===== src/rtl/raster_box_source_if.sv =====
// Control inputs and DVAL-qualified pixel stream of the synthetic raster box source.
interface raster_box_source_if #(parameter int DATA_W = 10);
    logic              start;
    logic              cont;
    logic [15:0]       box_x0;
    logic [15:0]       box_x1;
    logic [15:0]       box_y0;
    logic [15:0]       box_y1;
    logic [DATA_W-1:0] box_level;
    logic [DATA_W-1:0] data;
    logic              dval;
    logic [15:0]       x;
    logic [15:0]       y;
    logic              frame_done;
    logic              busy;

    modport master (input  start, cont, box_x0, box_x1, box_y0, box_y1, box_level,
                    output data, dval, x, y, frame_done, busy);
    modport slave  (output start, cont, box_x0, box_x1, box_y0, box_y1, box_level,
                    input  data, dval, x, y, frame_done, busy);
endinterface


===== src/rtl/raster_box_source.sv =====
// Raster pixel source: constant background with one programmable rectangle,
// emitted line by line with horizontal and vertical blanking.
module raster_box_source #(
    parameter int H_ACTIVE = 640,
    parameter int V_ACTIVE = 480,
    parameter int H_BLANK  = 16,
    parameter int V_BLANK  = 64,
    parameter int DATA_W   = 10,
    parameter int BG_LEVEL = 1023
) (
    input  logic                iCLK,
    input  logic                iRST,
    raster_box_source_if.master bus
);
    typedef enum logic [2:0] {IDLE, LINE, HBLANK, VBLANK, DONE} state_t;

    localparam logic [15:0]       X_LAST  = 16'(H_ACTIVE - 1);
    localparam logic [15:0]       Y_LAST  = 16'(V_ACTIVE - 1);
    localparam logic [15:0]       HB_LAST = 16'((H_BLANK > 0) ? H_BLANK - 1 : 0);
    localparam logic [15:0]       VB_LAST = 16'((V_BLANK > 0) ? V_BLANK - 1 : 0);
    localparam logic [DATA_W-1:0] BG      = DATA_W'(BG_LEVEL);

    state_t            state, state_nxt;
    logic [15:0]       xc, xc_nxt, yc, yc_nxt, bc, bc_nxt;
    logic              pending, pending_nxt;
    logic              capture, line_end;
    logic [15:0]       sx0, sx1, sy0, sy1;
    logic [DATA_W-1:0] slevel;
    logic [15:0]       bx0, bx1, by0, by1;
    logic [DATA_W-1:0] blevel;

    function automatic logic [DATA_W-1:0] pixel(
        input logic [15:0] px, py, x0, x1, y0, y1,
        input logic [DATA_W-1:0] lvl);
        if (px >= x0 && px <= x1 && py >= y0 && py <= y1) return lvl;
        return BG;
    endfunction

    // The first pixel of a frame must already see the box being captured.
    assign bx0    = capture ? bus.box_x0    : sx0;
    assign bx1    = capture ? bus.box_x1    : sx1;
    assign by0    = capture ? bus.box_y0    : sy0;
    assign by1    = capture ? bus.box_y1    : sy1;
    assign blevel = capture ? bus.box_level : slevel;

    always_comb begin
        state_nxt = state;
        xc_nxt    = xc;
        yc_nxt    = yc;
        bc_nxt    = bc;
        capture   = 1'b0;
        line_end  = 1'b0;
        case (state)
            IDLE:   if (pending) capture = 1'b1;
            LINE: begin
                if (xc == X_LAST) begin
                    if (H_BLANK > 0) begin
                        state_nxt = HBLANK;
                        bc_nxt    = 16'd0;
                    end else begin
                        line_end = 1'b1;
                    end
                end else begin
                    xc_nxt = xc + 16'd1;
                end
            end
            HBLANK: if (bc == HB_LAST) line_end = 1'b1; else bc_nxt = bc + 16'd1;
            VBLANK: if (bc == VB_LAST) state_nxt = DONE; else bc_nxt = bc + 16'd1;
            DONE:   if (bus.cont || pending || bus.start) capture = 1'b1; else state_nxt = IDLE;
            default: state_nxt = IDLE;
        endcase
        if (line_end) begin
            if (yc == Y_LAST) begin
                state_nxt = (V_BLANK > 0) ? VBLANK : DONE;
                bc_nxt    = 16'd0;
            end else begin
                state_nxt = LINE;
                xc_nxt    = 16'd0;
                yc_nxt    = yc + 16'd1;
            end
        end
        if (capture) begin
            state_nxt = LINE;
            xc_nxt    = 16'd0;
            yc_nxt    = 16'd0;
        end
        // A request seen in IDLE also waits here, giving the one-cycle start latency.
        if (capture)                                     pending_nxt = 1'b0;
        else if (bus.start || (state == IDLE && bus.cont)) pending_nxt = 1'b1;
        else                                             pending_nxt = pending;
    end

    always_ff @(posedge iCLK or negedge iRST) begin
        if (!iRST) begin
            state          <= IDLE;
            xc             <= 16'd0;
            yc             <= 16'd0;
            bc             <= 16'd0;
            pending        <= 1'b0;
            sx0            <= 16'd0;
            sx1            <= 16'd0;
            sy0            <= 16'd0;
            sy1            <= 16'd0;
            slevel         <= '0;
            bus.data       <= '0;
            bus.dval       <= 1'b0;
            bus.x          <= 16'd0;
            bus.y          <= 16'd0;
            bus.frame_done <= 1'b0;
            bus.busy       <= 1'b0;
        end else begin
            state   <= state_nxt;
            xc      <= xc_nxt;
            yc      <= yc_nxt;
            bc      <= bc_nxt;
            pending <= pending_nxt;
            if (capture) begin
                sx0    <= bus.box_x0;
                sx1    <= bus.box_x1;
                sy0    <= bus.box_y0;
                sy1    <= bus.box_y1;
                slevel <= bus.box_level;
            end
            bus.dval       <= (state_nxt == LINE);
            bus.frame_done <= (state_nxt == DONE);
            bus.busy       <= (state_nxt != IDLE);
            if (state_nxt == LINE) begin
                bus.x    <= xc_nxt;
                bus.y    <= yc_nxt;
                bus.data <= pixel(xc_nxt, yc_nxt, bx0, bx1, by0, by1, blevel);
            end
        end
    end
endmodule


===== src/flat_wrapper.sv =====
// flat-port wrapper written by rule: the top's interface ports become plain ports
module raster_box_source_flat 
#(
    parameter int H_ACTIVE = 640,
    parameter int V_ACTIVE = 480,
    parameter int H_BLANK  = 16,
    parameter int V_BLANK  = 64,
    parameter int DATA_W   = 10,
    parameter int BG_LEVEL = 1023
)
  (iCLK, iRST, bus_start, bus_cont, bus_box_x0, bus_box_x1, bus_box_y0, bus_box_y1, bus_box_level, bus_data, bus_dval, bus_x, bus_y, bus_frame_done, bus_busy);
  raster_box_source_if #(.DATA_W(DATA_W)) bus_i ();
  input  logic iCLK;
  input  logic iRST;
  input wire logic [$bits(bus_i.start)-1:0] bus_start;
  input wire logic [$bits(bus_i.cont)-1:0] bus_cont;
  input wire logic [$bits(bus_i.box_x0)-1:0] bus_box_x0;
  input wire logic [$bits(bus_i.box_x1)-1:0] bus_box_x1;
  input wire logic [$bits(bus_i.box_y0)-1:0] bus_box_y0;
  input wire logic [$bits(bus_i.box_y1)-1:0] bus_box_y1;
  input wire logic [$bits(bus_i.box_level)-1:0] bus_box_level;
  output wire logic [$bits(bus_i.data)-1:0] bus_data;
  output wire logic [$bits(bus_i.dval)-1:0] bus_dval;
  output wire logic [$bits(bus_i.x)-1:0] bus_x;
  output wire logic [$bits(bus_i.y)-1:0] bus_y;
  output wire logic [$bits(bus_i.frame_done)-1:0] bus_frame_done;
  output wire logic [$bits(bus_i.busy)-1:0] bus_busy;
  assign bus_i.start = bus_start;
  assign bus_i.cont = bus_cont;
  assign bus_i.box_x0 = bus_box_x0;
  assign bus_i.box_x1 = bus_box_x1;
  assign bus_i.box_y0 = bus_box_y0;
  assign bus_i.box_y1 = bus_box_y1;
  assign bus_i.box_level = bus_box_level;
  assign bus_data = bus_i.data;
  assign bus_dval = bus_i.dval;
  assign bus_x = bus_i.x;
  assign bus_y = bus_i.y;
  assign bus_frame_done = bus_i.frame_done;
  assign bus_busy = bus_i.busy;
  raster_box_source #(.H_ACTIVE(H_ACTIVE), .V_ACTIVE(V_ACTIVE), .H_BLANK(H_BLANK), .V_BLANK(V_BLANK), .DATA_W(DATA_W), .BG_LEVEL(BG_LEVEL)) u_core (.iCLK(iCLK), .iRST(iRST), .bus(bus_i));
endmodule

===== config.mk =====
export PLATFORM = sky130hd
export DESIGN_NAME = raster_box_source_flat
export DESIGN_NICKNAME = d
export VERILOG_FILES = /design/src/rtl/raster_box_source_if.sv /design/src/rtl/raster_box_source.sv /design/src/flat_wrapper.sv
export SDC_FILE = /design/constraint.sdc
export NUM_CORES = 1
export LEC_CHECK = 0
export ABC_CLOCK_PERIOD_IN_PS = 11180
export CELL_PAD_IN_SITES_DETAIL_PLACEMENT = 1
export CELL_PAD_IN_SITES_GLOBAL_PLACEMENT = 1
export CORE_UTILIZATION = 46
export CTS_BUF_LIST = sky130_fd_sc_hd__clkbuf_16
export CTS_CLUSTER_SIZE = 25
export DETAILED_ROUTE_END_ITERATION = 10
export PLACE_DENSITY_LB_ADDON = 0.15
export SLEW_MARGIN = 20
export SYNTH_ARGS = -nofsm -noshare
export SYNTH_HDL_FRONTEND = slang
export SYNTH_SLANG_ARGS = --single-unit

===== constraint.sdc =====
create_clock -name iCLK -period 11.18 [get_ports iCLK]
set_input_delay 2.236 -clock iCLK [delete_from_list [all_inputs] [get_ports iCLK]]
set_output_delay 2.236 -clock iCLK [all_outputs]
set_load 0.01 [all_outputs]

==> results.md, run 1 <==
- Status: finished, final reports clean
- End of the critical path: u_core.bus.data[5]$_DFFE_PN0P_
- DR DRC count: 0
- Worst-case clock skew: approximately 0.014 ns
- DR vias: 6821
- Setup-failing EPs final: 0
- Worst IR Drop VDD: about 0.093 mV
- RSZ-0062 raised after global routing: no
- RePlAce Congestion: 0.811
- Mux share of post-synthesis cell area: 10.5%
- Hold Buf Count CTS: 0
- Area Growth Syn to Fin: 23.1%
- Cells after synthesis: ~860
- Async SR Flop Fraction: 100%
- Fill cell count: approximately 2100
- Tcrit/Tclk final: 57.5%
- Largest family of logic cells by synthesized area: simple AND/OR/NAND/NOR gates
- Buf/Inv on CP: 3
- Cts repair resizes: 0
- Crit-path max cell delay: about 0.57 ns
- Max clock buf depth: 2
- GRT overflow: 0
- CP Class: in2reg
- Clk sinks: about 170
- Final Instance Area: approximately 11000 µm²
- Max Freq: about 160 MHz
- Layout cells sized above 1: between 7 and 8%
- CTS tree: yes
- Critical path launch point type: input pin
- Number of synthesized flops with an enable pin: 0
- R2R cell count: 15
- CP cell instances: clkdlybuf4s50_1 -> o21a_1 -> o21ai_4 -> buf_4 -> nand2_1 -> nor2_1 -> inv_1 -> ha_1 -> nand2b_1 -> a211o_1 -> a211oi_1 -> o21ai_0 -> a311oi_1 -> nor3_2 -> a31oi_1
- 1st-pass router iterations: 5
- Mapped Area: ~8800 µm²
- Die Ht: 140 µm
- Root Buffer: clkbuf_16
- Area of the multi-input gates: between 4000 and 5000 µm²
- Reg-to-Reg End: u_core.bus.data[5]$_DFFE_PN0P_
- Post-DP HPWL: 17.2 mm
- Minimum clock period after layout: ~6.4 ns
- Non-filler cells, final: about 1200
- Largest net degree at the start of global routing: 95
- ANT nets after route: 0
- Commonest non-fill, non-tap cell in the layout: dfrtp_1
- CP Capture Type: register
- Pwr Total: around 1300 µW
- Num rows: 50
- Synth Register Bits: about 170
- Ys flop type: dfrtp_1
- Mapped Avg Cell Area: approximately 10 µm²
- Tot GR Track Use: between 20% and 30%
- Ys Warns: 0
- CTS HTree Levels: 4
- Pleak: 0.00580 µW
- Vias/cell: between 5 and 6
- Worst-skew pair later-pin latency: ~0.43 ns
- GRT met3 Usage: under 10%
- Most used cells in the layout excluding fill and tap cells: dfrtp_1, clkdlybuf4s50_1, nand2_1
- Crit path max fanout: 32
- Detailed Route WL: 23.6 mm
- PortBufs: about 120
- Post-synth cell types: 67
- Hold Crit Class: reg2reg
- Pwr/cell area: between 100 and 150 nW/µm²
- Slew Viols, Final: 0
- Cell family with most CP delay: compound AO/OA/AOI/OAI gates
- R2R Path Start: u_core.yc[0]$_DFF_PN0_
- Initial core utilization: 47.0%
- Iteration-0 DRC Markers: between 300 and 400
- Final hold violations: 0
- Die area: slightly below 20000 µm²
- Vias in the first global route: around 7300
- Register area: roughly 4300 µm²
- Slack of the worst reg-to-reg path: just over 6 ns
- Synth Area in Adders: 9.23%
- Ant. Diodes: 0
- GR Util met2: about 44%
- Simple-gate share of the synthesized area: around 16%
- Cells after DPL: ~1200
- Max cap viols: 0
- Fin Setup TNS: 0 ns
- # IOs: ~120
- Worst-margin pin slew: 0.967 ns
- Core area: 18800 µm²
- First-pass GRT wire length: between 30 and 40 mm
- GRT busiest layer: met2
- Clk slew on worst S/H paths: approximately 0.070 ns
- Post-CTS Setup Inserts: 0
- Slowest stage cell, crit path: nand2_1
- Slew HR: a little over a third
- Total CTS buffers: 17
- Horiz. Die Dim: ~140 µm
- Worst Path Required: ~12 ns
- Post-DR wirelength/cell: around 19 µm
- Sequential element share of the synthesized area: between 40% and 50%
- Initial antenna violation count: 0
- Post-synthesis xor/xnor area fraction: under 10%
- Compound-Gate Fraction of Synth Area: 9.01%
- Critical path arrival: around 6.8 ns
- Grt met1 use: roughly a third
- WP depth: 15
- Final #Nets: 1127
- DP Area: 10300 µm²
- Worst Setup SP: bus_cont
- Syn_nets: 1000
-- report_power, final --
part           internal [µW]  switching (µW)  total (µW)
Combinational           47.9            44.2        92.2
Clock                    306             261         567
Sequential               628            7.02         635
Total                    982             312        1290
-- registers in the layout, indices dropped and copies added (netlist names) --
signal and flops:
u_core.bc 16, u_core.yc 16, u_core.sy1 16, u_core.sy0 16
u_core.slevel 10, u_core.bus.frame_done 1, u_core.bus.dval 1, u_core.state 3
u_core.bus.data 10, u_core.pending 1, u_core.bus.x 16, u_core.bus.y 16
u_core.sx0 16, u_core.sx1 16, u_core.xc 16, u_core.bus.busy 1
-- synth_stat cells, types with 7 or more instances --
master	number	area, µm²
a21o_1	9	67.6
a21oi_1	24	120
a31oi_1	13	81.3
and2_1	7	43.8
and3_1	10	62.6
clkbuf_1	8	30.0
dfrtp_1	171	4280
ha_1	65	813
inv_1	75	282
mux2_2	20	225
mux2i_1	64	641
nand2_1	96	360
nand3_1	18	90.1
nand4_1	16	100
nor2_1	77	289
nor3_1	17	85.1
nor4_1	12	75.1
o21ai_0	33	165
xnor2_1	14	123
xor2_1	10	87.6
-- cells by family after synthesis --
kind of cell,count (synthesis)
AND/OR/NAND/NOR,290
XOR/XNOR,24
multiplexers,88
AO/OA/AOI/OAI,123
adder cells (fa/ha/maj),65
buffers and inverters,96
flip-flops,171
-- how the worst min path moves through the flow --
stage / startpoint / to / slack (ns) / depth (start not counted)
2_1_floorplan: u_core.slevel[1]$_DFF_PN0_ / u_core.slevel[1]$_DFF_PN0_ / 0.44 / 2
3_5_place_dp: u_core.slevel[1]$_DFF_PN0_ / u_core.slevel[1]$_DFF_PN0_ / 0.46 / 2
6_report: u_core.slevel[6]$_DFF_PN0_ / u_core.slevel[6]$_DFF_PN0_ / 0.47 / 2
4_1_cts: u_core.slevel[1]$_DFF_PN0_ / u_core.slevel[1]$_DFF_PN0_ / 0.48 / 2
3_3_place_gp: u_core.sy0[0]$_DFF_PN0_ / u_core.sy0[0]$_DFF_PN0_ / 0.46 / 2
5_1_grt: u_core.slevel[1]$_DFF_PN0_ / u_core.slevel[1]$_DFF_PN0_ / 0.49 / 2
-- worst reg2reg max path: cells and delay by family, from the launching register on --
family / cells / cell delay, ns
buffers and inverters: 1 / 0.09
AOI/OAI and AO/OA: 6 / 2.18
DFF: 1 / 0.42
and+or+nand+nor: 6 / 1.79
adders and majority gates: 2 / 0.49
-- through the flow --
stage	util, %	worst slack, ns	hold WS [ns]
floorplan	-	5.54	0.441
global placement	54.8	4.38	0.457
detailed placement	54.8	4.27	0.459
CTS	57.8	4.71	0.477
global route	57.8	4.44	0.490
finish	57.8	4.76	0.474
-- metal layers --
metal,vias to the layer above,share of wire [%]
met4,0,0.93
met2,111,50
li1,3251,-
met5,-,0
met3,16,3.3
met1,3443,46
-- layout make-up --
type	count	share of cell area, %
clock buffers	17	3.92
clock inverters	15	1.18
inverters	77	2.66
multi-input cells	590	38.5
flip-flops and latches	171	39.5
well taps	234	2.70
repair buffers	127	11.6
(Power assumes the default switching activity.)
==> inputs of run 2 (changes only) <==
--- a/config.mk
+++ b/config.mk
@@ -5,10 +5,10 @@
 export SDC_FILE = /design/constraint.sdc
 export NUM_CORES = 1
 export LEC_CHECK = 0
-export ABC_CLOCK_PERIOD_IN_PS = 11180
+export ABC_CLOCK_PERIOD_IN_PS = 6010
 export CELL_PAD_IN_SITES_DETAIL_PLACEMENT = 1
 export CELL_PAD_IN_SITES_GLOBAL_PLACEMENT = 1
-export CORE_UTILIZATION = 46
+export CORE_UTILIZATION = 43
 export CTS_BUF_LIST = sky130_fd_sc_hd__clkbuf_16
 export CTS_CLUSTER_SIZE = 25
 export DETAILED_ROUTE_END_ITERATION = 10
==> constraint.sdc (replaced) <==
create_clock -name iCLK -period 6.01 [get_ports iCLK]
set_input_delay 1.202 -clock iCLK [delete_from_list [all_inputs] [get_ports iCLK]]
set_output_delay 1.202 -clock iCLK [all_outputs]
set_load 0.01 [all_outputs]
==> run 2 against run 1 <==
Sequential cell count unchanged. Routed wire length up 2.3%. Core utilization down 3.1 points. Die area up 6.9%. Highest routed layer unchanged.
==> results.md, run 2 (synthesis results as in run 1) <==
- Status: finished, final reports clean (unchanged)
- Slew Viols, Final: 0 (unchanged)
- Slew HR: 35.4% (was 35.5%)
- CTS tree: yes (unchanged)
- Fill cell count: 2225 (was 2061)
- Max clock buf depth: 2 (unchanged)
- Initial core utilization: 43.7% (was 47.0%)
- Setup-failing EPs final: 0 (unchanged)
- Core area: 20200 µm² (was 18800 µm²)
- ANT nets after route: 0 (unchanged)
- Max cap viols: 0 (unchanged)
- Iteration-0 DRC Markers: 256 (was 368)
- First-pass GRT wire length: 39.4 mm (was 38.9 mm)
- Pleak: 0.00590 µW (was 0.00580 µW)
- Post-DP HPWL: 17.6 mm (was 17.2 mm)
- Worst-margin pin slew: 0.968 ns (was 0.967 ns)
- Util after Layout: 54.7% (was 57.8%)
- Critical path launch point type: register (was input pin)
- Non-filler cells, final: 1278 (was 1231)
- GRT overflow: 0 (unchanged)
- Root Buffer: clkbuf_16 (unchanged)
- # IOs: 123 (unchanged)
- Pwr/cell area: 226 nW/µm² (was 119 nW/µm²)
- Crit path max fanout: 10 (was 32)
- Die area: 21100 µm² (was 19700 µm²)
- RSZ-0062 raised after global routing: no (unchanged)
- Commonest non-fill, non-tap cell in the layout: dfrtp_1 (unchanged)
- Final #Nets: 1138 (was 1127)
- Worst Path Required: 6.35 ns (was 11.53 ns)
- PortBufs: 122 (unchanged)
- Tot GR Track Use: 24.2% (was 25.6%)
- Worst-skew pair later-pin latency: 0.43 ns (about the same)
- Most used cells in the layout excluding fill and tap cells: dfrtp_1, clkdlybuf4s50_1, nand2_1 (unchanged)
- Initial antenna violation count: 0 (unchanged)
- DP Area: 10400 µm² (was 10300 µm²)
- 1st-pass router iterations: 4 (was 5)
- Fin Setup TNS: 0 ns (unchanged)
- Cells after DPL: 1246 (was 1199)
- Num rows: 52 (was 50)
- Post-CTS Setup Inserts: 0 (unchanged)
- M1 WL: 10.7 mm (was 10.9 mm)
- Final hold violations: 0 (unchanged)
- Wire length on met2: 12.1 mm (was 11.7 mm)
- Minimum clock period after layout: slightly above 5 ns
- Area of the multi-input gates: 4170 µm² (unchanged)
- Vias in the first global route: 7304 (was 7272)
- Register area: 4280 µm² (unchanged)
- CTS HTree Levels: 4 (unchanged)
- Met3 routed WL: 733 µm (was 777 µm)
- Hold Buf Count CTS: 0 (unchanged)
- Tcrit/Tclk final: 84.4%
- Max Freq: around 200 MHz
- Worst IR Drop VDD: 0.174 mV (was 0.0932 mV)
- DR vias: 6864 (was 6821)
- CP Class: reg2reg (was in2reg)
- Layout cells sized above 1: 8.83% (was 7.52%)
- Largest net degree at the start of global routing: 89 (was 95)
- Top Layer Used: met4 (unchanged)
- Final Instance Area: 11000 µm² (was 10800 µm²)
- Detailed Route WL: 24.1 mm (was 23.6 mm)
- CP Capture Type: register (unchanged)
- RePlAce Congestion: 0.813 (was 0.811)
- Clk slew on worst S/H paths: 0.07 ns (about the same)
- Vias/cell: 5.37 (was 5.54)
- DR DRC count: 0 (unchanged)
- Area Growth Syn to Fin: 25.2% (was 23.1%)
- Critical path arrival: 5.42 ns (was 6.77 ns)
- Clk sinks: 171 (unchanged)
- Cts repair resizes: 0 (unchanged)
- Post-DR wirelength/cell: 18.9 µm (was 19.2 µm)
- Worst-case clock skew: 0.00963 ns (was 0.0136 ns)
- Total CTS buffers: 17 (unchanged)
- Horiz. Die Dim: 145 µm (was 140 µm)
- Hold Crit Class: reg2reg (unchanged)
- Die Ht: 145 µm (was 140 µm)
- Ant. Diodes: 0 (unchanged)
## run 2: cell count changes in the layout (fill, tap and decap cells not counted), sizes merged
cell      previous run  this run
buf                  6        17
bufinv               1         2
clkinv               5         3
clkinvlp             5         2
inv                 81        85
## run 2: power by group
group | switching [µW] | internal, µW
Clock | 503 | 629
Sequential | 13.4 | 1170
Combinational | 85.3 | 92.8
Total | 602 | 1890
## run 2: critical path: stages (launching register included)
cell	delay (ns)
dfrtp_1	0.42
ha_1	0.18
and3_1	0.28
nand3_1	0.29
o211ai_1	0.69
nand2_1	0.35
buf_4	0.27
nor3_1	0.56
ha_1	0.36
o21ai_0	0.18
nor2_1	0.06
o22ai_1	0.18
o21ai_0	0.11
a311oi_1	0.57
nor3_2	0.25
a31oi_1	0.25
## run 2: worst paths after layout
kind                            cells after the start                             end  slack [ns]                     from
worst max-delay path                               15  u_core.bus.data[9]$_DFFE_PN0P_        0.94   u_core.yc[0]$_DFF_PN0_
worst min-delay path                                2         u_core.sx1[0]$_DFF_PN0_        0.48  u_core.sx1[0]$_DFF_PN0_
worst max register to register                     15  u_core.bus.data[9]$_DFFE_PN0P_        0.94   u_core.yc[0]$_DFF_PN0_
worst min register to register                      2         u_core.sx1[0]$_DFF_PN0_        0.48  u_core.sx1[0]$_DFF_PN0_
max in group asynchronous                           2       u_core.state[0]$_DFF_PN0_        4.00                     iRST
min in group asynchronous                           1     u_core.bus.x[3]$_DFFE_PN0P_        0.85                     iRST
## run 2: per-layer routing
metal / vias to the layer above / GRT usage [%]
met5: - / 0
met4: 0 / 9.58
met3: 36 / 3.62
met2: 125 / 40.9
met1: 3431 / 31.2
li1: 3272 / -
## run 2: layout make-up
type,count,share of cell area (%)
clock inverter,15,1.59
clock buffer,17,3.86
tap,270,3.06
multi-input combinational,590,37.8
inverter,77,2.62
timing repair buffer,138,12.3
sequential,171,38.8
## run 2: per-stage QoR
| stage | total power [µW] | hold slack, ns | setup WS [ns] |
|---|---|---|---|
| 6_report | 2490 | 0.478 | 0.938 |
| 5_1_grt | 2580 | 0.497 | 0.505 |
| 4_1_cts | 2520 | 0.484 | 0.868 |
| 3_5_place_dp | 1380 | 0.467 | 0.808 |
| 3_3_place_gp | 1380 | 0.455 | 1.01 |
| 2_1_floorplan | 1260 | 0.441 | 1.41 |
==> inputs of run 3 (changes only) <==
--- a/config.mk
+++ b/config.mk
@@ -5,7 +5,7 @@
 export SDC_FILE = /design/constraint.sdc
 export NUM_CORES = 1
 export LEC_CHECK = 0
-export ABC_CLOCK_PERIOD_IN_PS = 6010
+export ABC_CLOCK_PERIOD_IN_PS = 4800
 export CELL_PAD_IN_SITES_DETAIL_PLACEMENT = 1
 export CELL_PAD_IN_SITES_GLOBAL_PLACEMENT = 1
 export CORE_UTILIZATION = 43
==> constraint.sdc (replaced) <==
create_clock -name iCLK -period 4.8 [get_ports iCLK]
set_input_delay 0.96 -clock iCLK [delete_from_list [all_inputs] [get_ports iCLK]]
set_output_delay 0.96 -clock iCLK [all_outputs]
set_load 0.01 [all_outputs]
==> run 3 against run 2 <==
Count of clock-buffer cells in the layout is the same. Die area is the same. Sequential share of layout area is 0.32 points lower. Highest routed layer unchanged. Final cell count rose by 1.2%.
==> results.md, run 3 (synthesis results as in run 1) <==
- Status: finished, final reports clean (unchanged)
- Worst-skew pair later-pin latency: 0.44 ns (was 0.43 ns)
- Core area: 20200 µm² (unchanged)
- # IOs: 123 (unchanged)
- Slew Viols, Final: 0 (unchanged)
- Iteration-0 DRC Markers: 286 (was 256)
- Util after Layout: 55.2% (was 54.7%)
- Area of the multi-input gates: 4170 µm² (unchanged)
- Fin Setup TNS: 0 ns (unchanged)
- Hold Crit Class: reg2reg (unchanged)
- Worst-case clock skew: 0.0116 ns (was 0.00963 ns)
- Total CTS buffers: 17 (unchanged)
- Critical path launch point type: register (unchanged)
- Tcrit/Tclk final: 92.2% (was 84.4%)
- Fill cell count: 2213 (was 2225)
- Most used cells in the layout excluding fill and tap cells: dfrtp_1, clkdlybuf4s50_1, nand2_1 (unchanged)
- CTS HTree Levels: 4 (unchanged)
- RePlAce Congestion: 0.803 (was 0.813)
- DR vias: 6976 (was 6864)
- Vias/cell: 5.40 (was 5.37)
- Max cap viols: 0 (unchanged)
- Worst-margin pin slew: 1.01 ns (was 0.968 ns)
- Final hold violations: 0 (unchanged)
- Setup WS post-layout: 0.376 ns (was 0.938 ns)
- Slew HR: 32.9% (was 35.4%)
- Horiz. Die Dim: 145 µm (unchanged)
- Clk sinks: 171 (unchanged)
- Clk slew on worst S/H paths: 0.07 ns (about the same)
- Setup-failing EPs final: 0 (unchanged)
- Final #Nets: 1153 (was 1138)
- CTS tree: yes (unchanged)
- Die Ht: 145 µm (unchanged)
- RSZ-0062 raised after global routing: no (unchanged)
- Max clock buf depth: 2 (unchanged)
- Pleak: 0.00595 µW (was 0.00590 µW)
- First-pass GRT wire length: 40.9 mm (was 39.4 mm)
- Commonest non-fill, non-tap cell in the layout: dfrtp_1 (unchanged)
- Buf/Inv on CP: 3 (was 1)
- Slowest stage cell, crit path: or4_4 (was o211ai_1)
- Tot GR Track Use: 24.9% (was 24.2%)
- Crit path max fanout: 10 (unchanged)
- Detailed Route WL: 24.8 mm (was 24.1 mm)
- Pwr/cell area: 271 nW/µm² (was 226 nW/µm²)
- Layout cells sized above 1: 10.1% (was 8.83%)
- Cells after DPL: 1261 (was 1246)
- GRT overflow: 0 (unchanged)
- Non-filler cells, final: 1293 (was 1278)
- DP Area: 10600 µm² (was 10400 µm²)
- Ant. Diodes: 0 (unchanged)
- Num rows: 52 (unchanged)
- Initial antenna violation count: 0 (unchanged)
- Critical path arrival: 4.78 ns (was 5.42 ns)
- Largest net degree at the start of global routing: 73 (was 89)
- Hold Buf Count CTS: 0 (unchanged)
- CP Capture Type: register (unchanged)
- CP Class: reg2reg (unchanged)
- Vias in the first global route: 7519 (was 7304)
- Post-CTS Setup Inserts: 0 (unchanged)
- Post-DR wirelength/cell: 19.2 µm (was 18.9 µm)
- Max Freq: 226 MHz (was 197 MHz)
- Die area: 21100 µm² (unchanged)
- Root Buffer: clkbuf_16 (unchanged)
- Register area: 4280 µm² (unchanged)
- Initial core utilization: 43.7% (unchanged)
- Area Growth Syn to Fin: 26.2% (was 25.2%)
- Final Instance Area: 11100 µm² (was 11000 µm²)
- 1st-pass router iterations: 4 (unchanged)
- PortBufs: 122 (unchanged)
- Cts repair resizes: 0 (unchanged)
- DR DRC count: 0 (unchanged)
- Cell family with most CP delay: simple AND/OR/NAND/NOR gates (was compound AO/OA/AOI/OAI gates)
- Post-DP HPWL: 18.3 mm (was 17.6 mm)
- Minimum clock period after layout: 4.42 ns (was 5.07 ns)
- Worst IR Drop VDD: 0.227 mV (was 0.174 mV)
- ANT nets after route: 0 (unchanged)
- CP cell instances: ha_1 -> or4bb_1 -> or4_4 -> and2_1 -> xnor2_1 -> nor2_1 -> inv_1 -> ha_1 -> nand2b_1 -> a211o_1 -> a211oi_1 -> o21ai_0 -> a311oi_1 -> buf_4 -> nor3_2 -> buf_4 -> a31oi_1 (was ha_1 -> and3_1 -> nand3_1 -> o211ai_1 -> nand2_1 -> buf_4 -> nor3_1 -> ha_1 -> o21ai_0 -> nor2_1 -> o22ai_1 -> o21ai_0 -> a311oi_1 -> nor3_2 -> a31oi_1)
- Placement Setup Slack: 0.307 ns (was 0.808 ns)
- Crit-path max cell delay: 0.58 ns (was 0.69 ns)
- Worst Path Required: 5.15 ns (was 6.35 ns)
run 3: per-stage QoR:
stage	total power [µW]	hold slack (ns)
6_report	3010	0.478
5_1_grt	3120	0.504
4_1_cts	3050	0.484
3_5_place_dp	1740	0.468
3_3_place_gp	1730	0.455
2_1_floorplan	1580	0.441
run 3: worst register-to-register path, cell delays in order, from the launching register on:
cell      delay, ns
dfrtp_1        0.41
ha_1           0.22
or4bb_1        0.40
or4_4          0.58
and2_1         0.24
xnor2_1        0.14
nor2_1         0.13
inv_1          0.09
ha_1           0.30
nand2b_1       0.17
a211o_1        0.29
a211oi_1       0.31
o21ai_0        0.15
a311oi_1       0.30
buf_4          0.17
nor3_2         0.04
buf_4          0.19
a31oi_1        0.19
run 3: worst paths after layout:
check | depth (start not counted) | slack, ns | startpoint | endpoint
setup / recovery | 17 | 0.38 | u_core.xc[0]$_DFF_PN0_ | u_core.bus.data[5]$_DFFE_PN0P_
hold / removal | 2 | 0.48 | u_core.slevel[7]$_DFF_PN0_ | u_core.slevel[7]$_DFF_PN0_
setup reg to reg | 17 | 0.38 | u_core.xc[0]$_DFF_PN0_ | u_core.bus.data[5]$_DFFE_PN0P_
min in group asynchronous | 1 | 0.53 | iRST | u_core.sx0[2]$_DFF_PN0_
hold reg to reg | 2 | 0.48 | u_core.slevel[7]$_DFF_PN0_ | u_core.slevel[7]$_DFF_PN0_
max in group asynchronous | 2 | 3.31 | iRST | u_core.bus.data[1]$_DFFE_PN0P_
run 3: where the power goes:
part,internal [µW],switching [µW]
logic,121,108
registers,1460,16.3
clock network,672,633
run 3: metal layers:
layer  global-route usage (%)  routed length [µm]  vias up
met5                        0                   0        -
met4                     6.53                 253        0
met1                     32.3               11200     3553
li1                         -                   -     3302
met2                     43.4               12700      104
met3                     3.74                 699       17
run 3: final cells by class:
class | count | share of cell area [%]
Timing Repair Buffer | 153 | 13.5
Clock inverter | 15 | 1.05
Clock buffer | 17 | 3.82
Inverter | 77 | 2.60
Sequential cell | 171 | 38.5
Tap cell | 270 | 3.04
Multi-Input combinational cell | 590 | 37.5
